### src/rtl/ili_fill_rect_pkg.sv
// rtl/ili_fill_rect_pkg.sv - shared constants, types and byte selector for the ILI9341 fill-rectangle generator
package ili_fill_rect_pkg;

   localparam logic [7:0] CMD_CASET = 8'h2A;
   localparam logic [7:0] CMD_PASET = 8'h2B;
   localparam logic [7:0] CMD_RAMWR = 8'h2C;

   localparam int PANEL_H_RES = 240;
   localparam int PANEL_V_RES = 320;

   // Header positions 0..10; IDX_PIX marks the pixel phase
   localparam logic [3:0] IDX_PIX = 4'd11;

   typedef enum logic [1:0] {
      ST_IDLE,
      ST_ISSUE,
      ST_WAIT,
      ST_FINISH
   } fill_state_e;

   typedef struct packed {
      logic [8:0]  x0;
      logic [8:0]  x1;
      logic [8:0]  y0;
      logic [8:0]  y1;
      logic [15:0] color;
   } st_fill_req;

   // Returns {dc, data} for a stream position; coordinates are zero-extended to 16 bits
   function automatic logic [8:0] fill_byte(input logic [3:0] idx, input logic lo,
                                            input st_fill_req req);
      logic [8:0] b;
      case (idx)
         4'd0:    b = {1'b0, CMD_CASET};
         4'd1:    b = {1'b1, 7'd0, req.x0[8]};
         4'd2:    b = {1'b1, req.x0[7:0]};
         4'd3:    b = {1'b1, 7'd0, req.x1[8]};
         4'd4:    b = {1'b1, req.x1[7:0]};
         4'd5:    b = {1'b0, CMD_PASET};
         4'd6:    b = {1'b1, 7'd0, req.y0[8]};
         4'd7:    b = {1'b1, req.y0[7:0]};
         4'd8:    b = {1'b1, 7'd0, req.y1[8]};
         4'd9:    b = {1'b1, req.y1[7:0]};
         4'd10:   b = {1'b0, CMD_RAMWR};
         default: b = lo ? {1'b1, req.color[7:0]} : {1'b1, req.color[15:8]};
      endcase
      return b;
   endfunction

endpackage

### src/rtl/ili_fill_rect_if.sv
// rtl/ili_fill_rect_if.sv - byte link toward the SPI byte engine (spi_ctrl)
interface ili_fill_rect_if;
   logic       o_send;
   logic [7:0] o_data;
   logic       o_dc;
   logic       o_cs;
   logic       i_byte_done;

   modport master (output o_send, output o_data, output o_dc, output o_cs, input i_byte_done);
   modport slave  (input o_send, input o_data, input o_dc, input o_cs, output i_byte_done);
endinterface

### src/rtl/ili_fill_rect_pix_counter.sv
// rtl/ili_fill_rect_pix_counter.sv - 17-bit load/decrement pixel counter with zero and last flags
module ili_fill_rect_pix_counter (
   input  logic        clk,
   input  logic        rst,
   input  logic        i_load,
   input  logic [16:0] i_load_val,
   input  logic        i_dec,
   output logic        o_zero,
   output logic        o_last
);
   logic [16:0] cnt_q, cnt_d;

   // Saturates at zero so a stray decrement can never wrap to 0x1FFFF
   always_comb begin
      cnt_d = cnt_q;
      if (i_load) begin
         cnt_d = i_load_val;
      end else if (i_dec && (cnt_q != 17'd0)) begin
         cnt_d = cnt_q - 17'd1;
      end
   end

   always_ff @(posedge clk or negedge rst) begin
      if (!rst) begin
         cnt_q <= 17'd0;
      end else begin
         cnt_q <= cnt_d;
      end
   end

   assign o_zero = (cnt_q == 17'd0);
   assign o_last = (cnt_q == 17'd1);
endmodule

### src/rtl/ili_fill_rect.sv
// rtl/ili_fill_rect.sv - CASET/PASET/RAMWR header plus RGB565 pixel byte stream for one rectangle
module ili_fill_rect
   import ili_fill_rect_pkg::*;
#(
   parameter int H_RES = PANEL_H_RES,
   parameter int V_RES = PANEL_V_RES
) (
   input  logic            clk,
   input  logic            rst,
   input  logic            i_start,
   input  logic [8:0]      i_x0,
   input  logic [8:0]      i_x1,
   input  logic [8:0]      i_y0,
   input  logic [8:0]      i_y1,
   input  logic [15:0]     i_color,
   input  logic            i_abort,
   ili_fill_rect_if.master spi,
   output logic            o_busy,
   output logic            o_done,
   output logic            o_aborted,
   output logic            o_err
);
   fill_state_e state_q, state_d;
   st_fill_req  req_q, req_d;
   logic [3:0]  idx_q, idx_d;
   logic        lo_q, lo_d;
   logic        send_q, send_d;
   logic [7:0]  data_q, data_d;
   logic        dc_q, dc_d;
   logic        cs_q, cs_d;
   logic        busy_q, busy_d;
   logic        done_q, done_d;
   logic        aborted_q, aborted_d;
   logic        err_q, err_d;

   logic        cnt_load, cnt_dec, cnt_zero, cnt_last;
   logic        in_range, pix_lo, last_byte;
   logic [8:0]  width, height;
   logic [16:0] area;

   assign in_range = (i_x0 <= i_x1) && ({1'b0, i_x1} < 10'(H_RES)) &&
                     (i_y0 <= i_y1) && ({1'b0, i_y1} < 10'(V_RES));
   assign width  = i_x1 - i_x0 + 9'd1;
   assign height = i_y1 - i_y0 + 9'd1;
   assign area   = 17'(width) * 17'(height);

   assign pix_lo    = (idx_q == IDX_PIX) && lo_q;
   assign last_byte = pix_lo && (cnt_last || cnt_zero);

   ili_fill_rect_pix_counter u_pix_counter (
      .clk        (clk),
      .rst        (rst),
      .i_load     (cnt_load),
      .i_load_val (area),
      .i_dec      (cnt_dec),
      .o_zero     (cnt_zero),
      .o_last     (cnt_last)
   );

   always_comb begin
      state_d   = state_q;
      req_d     = req_q;
      idx_d     = idx_q;
      lo_d      = lo_q;
      send_d    = 1'b0;
      data_d    = data_q;
      dc_d      = dc_q;
      cs_d      = cs_q;
      busy_d    = busy_q;
      done_d    = 1'b0;
      aborted_d = 1'b0;
      err_d     = 1'b0;
      cnt_load  = 1'b0;
      cnt_dec   = 1'b0;

      case (state_q)
         ST_IDLE: begin
            if (i_start) begin
               if (in_range) begin
                  req_d    = '{x0: i_x0, x1: i_x1, y0: i_y0, y1: i_y1, color: i_color};
                  idx_d    = 4'd0;
                  lo_d     = 1'b0;
                  cnt_load = 1'b1;
                  send_d   = 1'b1;
                  cs_d     = 1'b0;
                  busy_d   = 1'b1;
                  state_d  = ST_ISSUE;
               end else begin
                  err_d = 1'b1;
               end
            end
         end
         ST_ISSUE: begin
            state_d = ST_WAIT;
         end
         ST_WAIT: begin
            if (spi.i_byte_done) begin
               cnt_dec = pix_lo;
               if (last_byte || i_abort) begin
                  done_d    = 1'b1;
                  aborted_d = !last_byte;
                  cs_d      = 1'b1;
                  busy_d    = 1'b0;
                  state_d   = ST_FINISH;
               end else begin
                  send_d  = 1'b1;
                  state_d = ST_ISSUE;
                  if (idx_q != IDX_PIX) begin
                     idx_d = idx_q + 4'd1;
                     lo_d  = 1'b0;
                  end else begin
                     lo_d = ~lo_q;
                  end
               end
            end
         end
         ST_FINISH: begin
            state_d = ST_IDLE;
         end
         default: begin
            state_d = ST_IDLE;
         end
      endcase

      // Byte and dc are registered together with the launch pulse and then held through WAIT
      if (send_d) begin
         {dc_d, data_d} = fill_byte(idx_d, lo_d, req_d);
      end
   end

   always_ff @(posedge clk or negedge rst) begin
      if (!rst) begin
         state_q   <= ST_IDLE;
         req_q     <= '0;
         idx_q     <= 4'd0;
         lo_q      <= 1'b0;
         send_q    <= 1'b0;
         data_q    <= 8'h00;
         dc_q      <= 1'b0;
         cs_q      <= 1'b1;
         busy_q    <= 1'b0;
         done_q    <= 1'b0;
         aborted_q <= 1'b0;
         err_q     <= 1'b0;
      end else begin
         state_q   <= state_d;
         req_q     <= req_d;
         idx_q     <= idx_d;
         lo_q      <= lo_d;
         send_q    <= send_d;
         data_q    <= data_d;
         dc_q      <= dc_d;
         cs_q      <= cs_d;
         busy_q    <= busy_d;
         done_q    <= done_d;
         aborted_q <= aborted_d;
         err_q     <= err_d;
      end
   end

   assign spi.o_send = send_q;
   assign spi.o_data = data_q;
   assign spi.o_dc   = dc_q;
   assign spi.o_cs   = cs_q;
   assign o_busy     = busy_q;
   assign o_done     = done_q;
   assign o_aborted  = aborted_q;
   assign o_err      = err_q;
endmodule

### src/flat_wrapper.sv
// flat-port wrapper written by rule: the top's interface ports become plain ports
module ili_fill_rect_flat import ili_fill_rect_pkg::*;
#(
   parameter int H_RES = PANEL_H_RES,
   parameter int V_RES = PANEL_V_RES
)
  (clk, rst, i_start, i_x0, i_x1, i_y0, i_y1, i_color, i_abort, o_busy, o_done, o_aborted, o_err, spi_o_send, spi_o_data, spi_o_dc, spi_o_cs, spi_i_byte_done);
  ili_fill_rect_if spi_i ();
  input  logic clk;
  input  logic rst;
  input  logic i_start;
  input  logic [8:0] i_x0;
  input  logic [8:0] i_x1;
  input  logic [8:0] i_y0;
  input  logic [8:0] i_y1;
  input  logic [15:0] i_color;
  input  logic i_abort;
  output logic o_busy;
  output logic o_done;
  output logic o_aborted;
  output logic o_err;
  output wire logic [$bits(spi_i.o_send)-1:0] spi_o_send;
  output wire logic [$bits(spi_i.o_data)-1:0] spi_o_data;
  output wire logic [$bits(spi_i.o_dc)-1:0] spi_o_dc;
  output wire logic [$bits(spi_i.o_cs)-1:0] spi_o_cs;
  input wire logic [$bits(spi_i.i_byte_done)-1:0] spi_i_byte_done;
  assign spi_o_send = spi_i.o_send;
  assign spi_o_data = spi_i.o_data;
  assign spi_o_dc = spi_i.o_dc;
  assign spi_o_cs = spi_i.o_cs;
  assign spi_i.i_byte_done = spi_i_byte_done;
  ili_fill_rect #(.H_RES(H_RES), .V_RES(V_RES)) u_core (.clk(clk), .rst(rst), .i_start(i_start), .i_x0(i_x0), .i_x1(i_x1), .i_y0(i_y0), .i_y1(i_y1), .i_color(i_color), .i_abort(i_abort), .spi(spi_i), .o_busy(o_busy), .o_done(o_done), .o_aborted(o_aborted), .o_err(o_err));
endmodule
### config.mk
export PLATFORM = sky130hd
export DESIGN_NAME = ili_fill_rect_flat
export DESIGN_NICKNAME = d
export VERILOG_FILES = /design/src/rtl/ili_fill_rect_pkg.sv /design/src/rtl/ili_fill_rect_if.sv /design/src/rtl/ili_fill_rect_pix_counter.sv /design/src/rtl/ili_fill_rect.sv /design/src/flat_wrapper.sv
export SDC_FILE = /design/constraint.sdc
export NUM_CORES = 1
export LEC_CHECK = 0
export ABC_AREA = 1
export ABC_CLOCK_PERIOD_IN_PS = 6450
export CAP_MARGIN = 20
export CORE_MARGIN = 2
export CORE_UTILIZATION = 25
export DETAILED_ROUTE_END_ITERATION = 7
export PLACE_DENSITY = 0.48
export SYNTH_ARGS = -nofsm -noshare
export SYNTH_HDL_FRONTEND = slang
export SYNTH_SLANG_ARGS = --single-unit
### constraint.sdc
create_clock -name clk -period 6.45 [get_ports clk]
set_clock_uncertainty 0.2 [all_clocks]
set_input_delay 0.9675 -clock clk [delete_from_list [all_inputs] [get_ports clk]]
set_output_delay 0.9675 -clock clk [all_outputs]
set_load 0.005 [all_outputs]
==> reports/metrics.csv, run 1 <==
metric;value;unit
Post-Syn Area per Cell;7.628;sq um
r2r worst-path depth;17;
vias in the first global route;7579;
vias;7481;
Worst Path Arrival;6.29;ns
CP most frequent cell;fa_1;
CP startpoint;i_y0[6];
gr ovfl total;0;
DIE AREA;35260;sq um
Fmax;160.3;MHz
syn nets;1300;
Register Area;2278;sq um
Critical Path End Type;flip-flop;
FF-to-FF Start;u_core.u_pix_counter.cnt_q[0];
Gate Count Post-Synth;1107;
placed cell area;10570;sq um
Warnings, synthesis;0;
MaxCap Viol Count;0;
1st-iter DRT viols;375;
area of the core region;33360;sq um
CTS tree;done;
htree depth;3;
dpl cells;1732;
WL final;24400;um
min cycle time layout;6.236;ns
post-cts hold buffer count;0;
Synth area leaders;dfrtp_1, ha_1, nand2_1;
Vias/cell;4.248;
first-pass GRT wire length;39230;um
CP Class;primary input to flip-flop;
Crit path max-delay family;adder cells;
nets;1501;
gpl congestion;0.8420;
fillcell total;3600;
outcome;completed;
Final Max Slew Viols;0;
final hold slack;0.2817;ns
share of cells above drive strength 1;0.2468;
CTS sink count;91;
drt wl/cell;13.86;um
Final ANT Viol Nets;0;
First-pass DRT Iterations;4;
CP max-delay cell;fa_1;
final-report hold violation count;0;
Yosys top cell by area;dfrtp_1;
mapped cell area;8444;sq um
clk buf depth;2;
Async SR Flop Fraction;1.000;
Worst-Margin Slew;0.7822;ns
# IOs;72;
Crit Path Max Fanout;5;
R2R Setup Slk;3.38;ns
CP Launch Type;primary input;
area grow syn2layout;38.09;%
final setup vio count;0;
Clock Pin Slew Worst Setup and Hold Paths;0.08;ns
hold path start;u_core.req_q[12];
Multi-input gate area;5942;sq um
width of the die;187.8;um
drt drc;0;
Seq cells post-synth;91;
Yosys cell types;46;
n_diodes;0;
final worst-path cycle share;0.9669;
hpwl dp;19540;um
final design instance area without fill;11660;sq um
I/O Buffers;71;
initial antenna violation count;0;
DIE HEIGHT;187.8;um
Critical Path Max Stage Delay;0.56;ns
area share of the largest cell type after synthesis;0.2667;
worst skew pair latency;0.35;ns
worst reg2reg path endpoint;u_core.spi.o_data[3];
Worst Path Required;6.51;ns
root buf cell;clkbuf_16;
Worst Hold Path Cells;2;
normalized max-slew margin;0.4785;
number of synthesized flops with an enable pin;0;
register area share after synthesis;0.2698;
GRT Util Overall;0.1389;
WP buf/inv;4;
hold path endpoint;u_core.req_q[12];
largest net degree at the start of global routing;63;
Finished Layout Cells;1761;
Hold Path Class;flip-flop to flip-flop;
Starting Density;0.2531;
CTS buffer count;9;
Top FF cell, synth;dfrtp_1;
Cell Rows;67;
-- how the worst max path moves through the flow --
| stage | endpoint | slack, ns | depth (start not counted) |
|---|---|---|---|
| 2_1_floorplan | u_core.u_pix_counter.cnt_q[13] | 0.02 | 28 |
| 3_3_place_gp | u_core.u_pix_counter.cnt_q[10] | -0.77 | 27 |
| 3_5_place_dp | u_core.u_pix_counter.cnt_q[13] | -0.86 | 29 |
| 4_1_cts | u_core.u_pix_counter.cnt_q[13] | 0.004 | 30 |
| 5_1_grt | u_core.u_pix_counter.cnt_q[16] | -0.01 | 25 |
| 6_report | u_core.u_pix_counter.cnt_q[16] | 0.21 | 25 |
-- kinds of logic (layout without fill, tap and decap cells) --
logic type,after synthesis,after routing,synth area share
fa+ha+maj,136,136,0.2469
simple gates,464,464,0.2408
buf+inv,232,438,0.1058
flops,91,91,0.2698
compound gates,152,152,0.1036
xor+xnor,32,32,0.03319
-- sequential cells by signal, indices dropped and copies added (netlist names) --
| signal | count |
|---|---|
| u_core.o_aborted | 1 |
| u_core.o_done | 1 |
| u_core.spi.o_send | 1 |
| u_core.o_err | 1 |
| u_core.state_q | 2 |
| u_core.lo_q | 1 |
| u_core.u_pix_counter.cnt_q | 17 |
| u_core.spi.o_dc | 1 |
| u_core.req_q | 52 |
| u_core.idx_q | 4 |
| u_core.spi.o_data | 8 |
| u_core.spi.o_cs | 1 |
| u_core.o_busy | 1 |
-- cell usage in the layout, fill, tap and decap left out, types with 22 or more instances in the layout --
cell type,n
ha_4,32
inv_2,36
o21ai_1,41
inv_1,175
nand3_1,38
dfrtp_1,90
clkdlybuf4s50_1,45
buf_4,135
o21ai_0,36
nor2_1,78
fa_1,50
nand2_1,267
ha_1,51
a21oi_1,22
-- Yosys cell counts (6+ instances only) --
| library cell | n |
|---|---|
| a21oi_1 | 34 |
| buf_2 | 6 |
| clkbuf_1 | 8 |
| dfrtp_1 | 90 |
| fa_1 | 51 |
| ha_1 | 85 |
| inv_1 | 201 |
| inv_2 | 13 |
| nand2_1 | 277 |
| nand2_2 | 7 |
| nand2_4 | 6 |
| nand3_1 | 38 |
| nand4_1 | 10 |
| nor2_1 | 86 |
| nor2_4 | 6 |
| nor3_1 | 7 |
| o211ai_1 | 8 |
| o21ai_0 | 47 |
| o21ai_1 | 35 |
| or2_2 | 11 |
| xnor2_1 | 8 |
| xor2_1 | 24 |
-- timing repair --
item / in CTS / in global routing
endpoints found under the setup margin: 10 / 10
resized for setup: 67 / 106
buffers inserted: 6 / 7
pin swaps: 32 / 55
-- metal layers --
| layer | track usage | wire [um] | vias up |
|---|---|---|---|
| li1 | - | - | 3856 |
| met1 | 0.1991 | 12360 | 3518 |
| met2 | 0.2266 | 11300 | 98 |
| met3 | 0.01759 | 603 | 9 |
| met4 | 0.02271 | 146 | 0 |
| met5 | 0 | 0 | - |
-- area by class of cell --
type,count,area share
Timing Repair Buffer,208,0.1508
Tap cell,448,0.04807
Inverter,214,0.06953
Multi-Input combinational cell,784,0.5095
Sequential cell,91,0.1954
Clock inverter,6,0.006223
Clock buffer,10,0.02049
-- worst reg2reg max path: cells and delay by family, from the launching register on --
family,cells,cell delay (ns)
compound gates,3,0.77
fa+ha+maj,1,0.25
buf+inv,2,0.16
flops,1,0.38
simple gates,11,1.28
-- stage by stage --
| step | util | TNS, ns | worst slack [ns] |
|---|---|---|---|
| after floorplan | - | 0 | 0.01834 |
| after global placement | 0.3167 | -6.815 | -0.7663 |
| after detailed placement | 0.3167 | -7.579 | -0.8645 |
| after CTS | 0.3365 | 0 | 0.003879 |
| after global routing | 0.3495 | -0.009897 | -0.009897 |
| final | 0.3495 | 0 | 0.2135 |
Power of run 1 is left out: the tool's default activity adds up to more than one toggle a clock period on the data nets, which glitch-free logic cannot reach.
==> run 2, diff against run 1 <==
SETUP_SLACK_MARGIN = 0.3   (was not set)
==> reports/metrics.csv, run 2 (synthesis gave the netlist of run 1 again) <==
metric;value;unit;change
outcome;completed;;unchanged
FF-to-FF Start;u_core.u_pix_counter.cnt_q[0];;unchanged
RSZ-0062 raised after global routing;yes;;
Clock Pin Slew Worst Setup and Hold Paths;0.07;ns;was 0.08 ns
Starting Density;0.2531;;unchanged
Hold Path Class;flip-flop to flip-flop;;unchanged
CTS tree;done;;unchanged
Critical Path End Type;flip-flop;;unchanged
DIE HEIGHT;187.8;um;unchanged
vias in the first global route;7569;;was 7,579
drt drc;0;;unchanged
htree depth;3;;unchanged
area grow syn2layout;39.04;%;was 38.09%
WL final;24530;um;was 24,400 um
Worst-Margin Slew;0.6309;ns;was 0.7822 ns
MaxCap Viol Count;0;;unchanged
CTS buffer count;9;;unchanged
1st-iter DRT viols;400;;was 375
Worst Path Arrival;6.00;ns;was 6.29 ns
min cycle time layout;5.991;ns;was 6.236 ns
width of the die;187.8;um;unchanged
vias;7538;;was 7,481
max reg flops;52;;unchanged
initial antenna violation count;0;;unchanged
Register Area;2278;sq um;unchanged
Multi-input gate area;6016;sq um;was 5942 sq um
setup ws final;0.4590;ns;was 0.2135 ns
hpwl dp;19790;um;was 19,540 um
First-pass DRT Iterations;5;;was 4
Finished Layout Cells;1765;;was 1,761
largest net degree at the start of global routing;59;;was 63
final worst-path cycle share;0.9288;;was 0.9669
Fmax;166.9;MHz;was 160.3 MHz
Vias/cell;4.271;;was 4.248
final setup vio count;0;;unchanged
CTS sink count;91;;unchanged
area of the core region;33360;sq um;unchanged
gr ovfl total;0;;unchanged
nets;1505;;was 1,501
CP startpoint;i_y1[3];;was i_y0[6]
root buf cell;clkbuf_16;;unchanged
Cell Rows;67;;unchanged
normalized max-slew margin;0.5794;;was 0.4785
CP Launch Type;primary input;;unchanged
first-pass GRT wire length;40080;um;was 39,230 um
hold path start;u_core.req_q[44];;was u_core.req_q[12]
drt wl/cell;13.90;um;was 13.86 um
Crit Path Max Fanout;7;;was 5
I/O Buffers;71;;unchanged
n_diodes;0;;unchanged
worst skew pair latency;0.35;ns;about the same
share of cells above drive strength 1;0.2658;;was 0.2468
fillcell total;3571;;was 3,600
dpl ws;-0.5587;ns;was -0.8645 ns
Final ANT Viol Nets;0;;unchanged
Final Max Slew Viols;0;;unchanged
commonest cells after routing, fill and taps aside;nand2_1, inv_1, buf_4;;unchanged
final design instance area without fill;11740;sq um;was 11,660 sq um
dpl cells;1738;;was 1,732
final-report hold violation count;0;;unchanged
Final TNS setup;0;ns;unchanged
# IOs;72;;unchanged
clk buf depth;2;;unchanged
DIE AREA;35260;sq um;unchanged
GRT Util Overall;0.1417;;was 0.1389
post-cts hold buffer count;0;;unchanged
Top reg by flops;u_core.req_q;;unchanged
Worst Path Required;6.46;ns;was 6.51 ns
placed cell area;10760;sq um;was 10,570 sq um
most common cell after layout, fill and taps aside;nand2_1;;unchanged
CP Class;primary input to flip-flop;;unchanged
gpl congestion;0.8704;;was 0.8420
## run 2: cell types whose count changed in the layout (fill, tap and decap cells not counted), sizes merged
cell / before / now
clkdlybuf4s50: 45 / 39
clkbuf: 16 / 15
clkinv: 3 / 0
buf: 138 / 148
inv: 216 / 218
clkinvlp: 0 / 1
dlymetal6s2s: 17 / 5
bufinv: 1 / 2
dlygate4sd2: 2 / 11
clkdlybuf4s15: 0 / 3
## run 2: path summary, 6_finish.rpt
path                                                  endpoint  slack, ns  depth (start not counted)
worst max-delay path            u_core.u_pix_counter.cnt_q[13]       0.46                         27
worst min-delay path                          u_core.req_q[44]       0.28                          2
worst max register to register            u_core.spi.o_data[6]       3.40                         15
worst min register to register                u_core.req_q[44]       0.28                          2
max in group asynchronous       u_core.u_pix_counter.cnt_q[11]       4.58                          2
min in group asynchronous                      u_core.req_q[6]       0.41                          1
## run 2: per-stage QoR
stage	hold slack (ns)	util
floorplan	0.2449	-
global placement	0.2605	0.3224
detailed placement	0.2612	0.3224
CTS	0.2806	0.3447
global route	0.3090	0.3519
finish	0.2818	0.3519
## run 2: metal layers
metal | part of all wire | vias to the layer above | global-route usage | routed length, um
li1 | - | 3868 | - | -
met1 | 0.52 | 3548 | 0.2081 | 12690
met2 | 0.45 | 103 | 0.2252 | 11000
met3 | 0.022 | 19 | 0.01553 | 541
met4 | 0.012 | 0 | 0.02756 | 295
met5 | 0 | - | 0 | 0
## run 2: worst max-delay path, cell delays in order
cell           delay, ns
dlygate4sd2_1       0.27
ha_4                0.31
xor2_1              0.29
nand2_2             0.10
o221ai_2            0.17
nand2_1             0.09
nand2_1             0.08
a21oi_2             0.07
xor2_2              0.17
buf_6               0.14
inv_4               0.05
nand2_2             0.05
fa_1                0.45
fa_1                0.53
inv_2               0.04
fa_1                0.50
inv_1               0.05
fa_1                0.49
inv_2               0.05
ha_4                0.23
a21oi_2             0.13
o21ai_2             0.07
a21o_1              0.17
a21o_1              0.17
a21oi_2             0.14
xor2_1              0.15
a21oi_1             0.08
## run 2: repair_timing
action / CTS / global route
gates resized for setup: 108 / 87
pin swaps: 47 / 50
endpoints found under the setup margin: 10 / 9
buffers inserted: 9 / 2
## run 2: cell type report
| class | count | area share |
|---|---|---|
| clock buffers | 9 | 0.01918 |
| inverters | 214 | 0.06884 |
| clock inverters | 7 | 0.008951 |
| well taps | 448 | 0.04774 |
| multi-input cells | 784 | 0.5124 |
| repair buffers | 212 | 0.1489 |
| flip-flops and latches | 91 | 0.1941 |
Power of run 2 is left out for the same reason.
==> run 3, diff against run 2 <==
ABC_CLOCK_PERIOD_IN_PS = 6000   (was 6450)
clock period = 6 ns   (was 6.45 ns; I/O delays follow)
==> reports/metrics.csv, run 3 (synthesis gave the netlist of run 1 again) <==
metric;value;unit;change
Final TNS setup;0;ns;unchanged
initial antenna violation count;0;;unchanged
First-pass DRT Iterations;4;;was 5
area grow syn2layout;44.23;%;was 39.04%
CTS buffer count;9;;unchanged
I/O Buffers;71;;unchanged
# IOs;72;;unchanged
hpwl dp;20390;um;was 19,790 um
htree depth;3;;unchanged
root buf cell;clkbuf_16;;unchanged
width of the die;187.8;um;unchanged
Hold Path Class;flip-flop to flip-flop;;unchanged
r2r worst-path depth;11;;was 15
Worst Path Arrival;6.02;ns;was 6.00 ns
n_diodes;0;;unchanged
Final Max Slew Viols;0;;unchanged
area of the core region;33360;sq um;unchanged
Clock Pin Slew Worst Setup and Hold Paths;0.08;ns;was 0.07 ns
CTS sink count;91;;unchanged
share of cells above drive strength 1;0.3027;;was 0.2658
vias in the first global route;7981;;was 7,569
Final ANT Viol Nets;0;;unchanged
1st-iter DRT viols;339;;was 400
first-pass GRT wire length;42160;um;was 40,080 um
largest net degree at the start of global routing;64;;was 59
worst skew pair latency;0.36;ns;was 0.35 ns
Worst Hold Path Cells;2;;unchanged
gpl congestion;0.8210;;was 0.8704
WL final;25850;um;was 24,530 um
Worst Path Required;6.05;ns;was 6.46 ns
MaxCap Viol Count;0;;unchanged
drt drc;0;;unchanged
normalized max-slew margin;0.4871;;was 0.5794
DIE AREA;35260;sq um;unchanged
utilization after layout;0.3650;;was 0.3519
drt wl/cell;14.47;um;was 13.90 um
final worst-path cycle share;0.9952;;
R2R Setup Slk;2.79;ns;was 3.40 ns
Critical Path End Type;flip-flop;;unchanged
worst reg2reg path endpoint;u_core.u_pix_counter.cnt_q[14];;was u_core.spi.o_data[6]
most common cell after layout, fill and taps aside;nand2_1;;unchanged
clk buf depth;2;;unchanged
max reg flops;52;;unchanged
min cycle time layout;5.971;ns;
Cell Rows;67;;unchanged
post-cts hold buffer count;0;;unchanged
DIE HEIGHT;187.8;um;unchanged
gr ovfl total;0;;unchanged
Finished Layout Cells;1786;;was 1,765
nets;1526;;was 1,505
hold path start;u_core.spi.o_data[3];;was u_core.req_q[44]
outcome;completed;;unchanged
Worst-Margin Slew;0.7665;ns;was 0.6309 ns
commonest cells after routing, fill and taps aside;nand2_1, inv_1, buf_4;;unchanged
FF-to-FF Start;u_core.u_pix_counter.cnt_q[0];;unchanged
final setup vio count;0;;unchanged
GRT Util Overall;0.1510;;was 0.1417
hold path endpoint;u_core.spi.o_data[3];;was u_core.req_q[44]
Top reg by flops;u_core.req_q;;unchanged
dpl cells;1732;;was 1,738
Crit Path Max Fanout;4;;was 7
Fmax;167.5;MHz;
Starting Density;0.2531;;unchanged
CP Class;primary input to flip-flop;;unchanged
CTS tree;done;;unchanged
vias;7753;;was 7,538
Vias/cell;4.341;;was 4.271
RSZ-0062 raised after global routing;yes;;unchanged
CP Launch Type;primary input;;unchanged
final-report hold violation count;0;;unchanged
## run 3: timing repair
action,4_1_cts,5_1_grt
setup endpoints to repair,11,11
gates resized for setup,132,75
pin swaps,69,75
buffers inserted,24,14
## run 3: worst max-delay path, stage by stage
cell and delay (ns):
buf_8 0.08, inv_6 0.03, ha_4 0.27, inv_4 0.03, ha_4 0.16, ha_4 0.16
a21oi_4 0.12, o221ai_2 0.11, nand2_1 0.11, nand2_2 0.08, a21oi_4 0.21, xor2_4 0.25
buf_6 0.14, nor2_1 0.06, fa_1 0.56, fa_2 0.44, fa_1 0.52, inv_2 0.04
fa_1 0.50, inv_2 0.05, ha_4 0.23, a21oi_2 0.15, o21ai_2 0.08, a21o_1 0.17
a21o_1 0.16, a21oi_2 0.14, xor2_1 0.17, a21oi_1 0.08
## run 3: per-layer routing
metal  vias up  wire length, um  GRT usage
met5         -                0          0
met4         0              605    0.04361
met3        37              677    0.02283
met2       122            12830     0.2611
met1      3670            11740     0.1948
li1       3924                -          -
## run 3: area by class of cell
type                    count  area, sq um
inverters                 214        842.1
clock inverters             7        82.58
flip-flops and latches     91         2278
repair buffers            233         1956
multi-input cells         784         6235
fillers                  3521        21190
well taps                 448        560.5
clock buffers               9        225.2
## run 3: per-stage QoR
step / setup slack [ns] / hold slack [ns] / instance area [sq um]
3_5_place_dp: -0.9016 / 0.2651 / 11050
2_1_floorplan: 0.04346 / 0.2449 / 8862
6_report: 0.02910 / 0.2796 / 12180
3_3_place_gp: -0.8567 / 0.2618 / 11050
5_1_grt: -0.1826 / 0.3063 / 12180
4_1_cts: -0.05476 / 0.2850 / 11900
## run 3: worst max-delay path by stage
stage	start	to	cells past startpoint
global route	i_x1[1]	u_core.u_pix_counter.cnt_q[13]	27
detailed placement	i_x1[1]	u_core.u_pix_counter.cnt_q[13]	30
CTS	i_x1[1]	u_core.u_pix_counter.cnt_q[16]	27
global placement	i_x1[1]	u_core.u_pix_counter.cnt_q[16]	30
finish	i_y1[1]	u_core.u_pix_counter.cnt_q[13]	28
floorplan	i_x1[1]	u_core.u_pix_counter.cnt_q[13]	28
Power of run 3 is left out for the same reason.
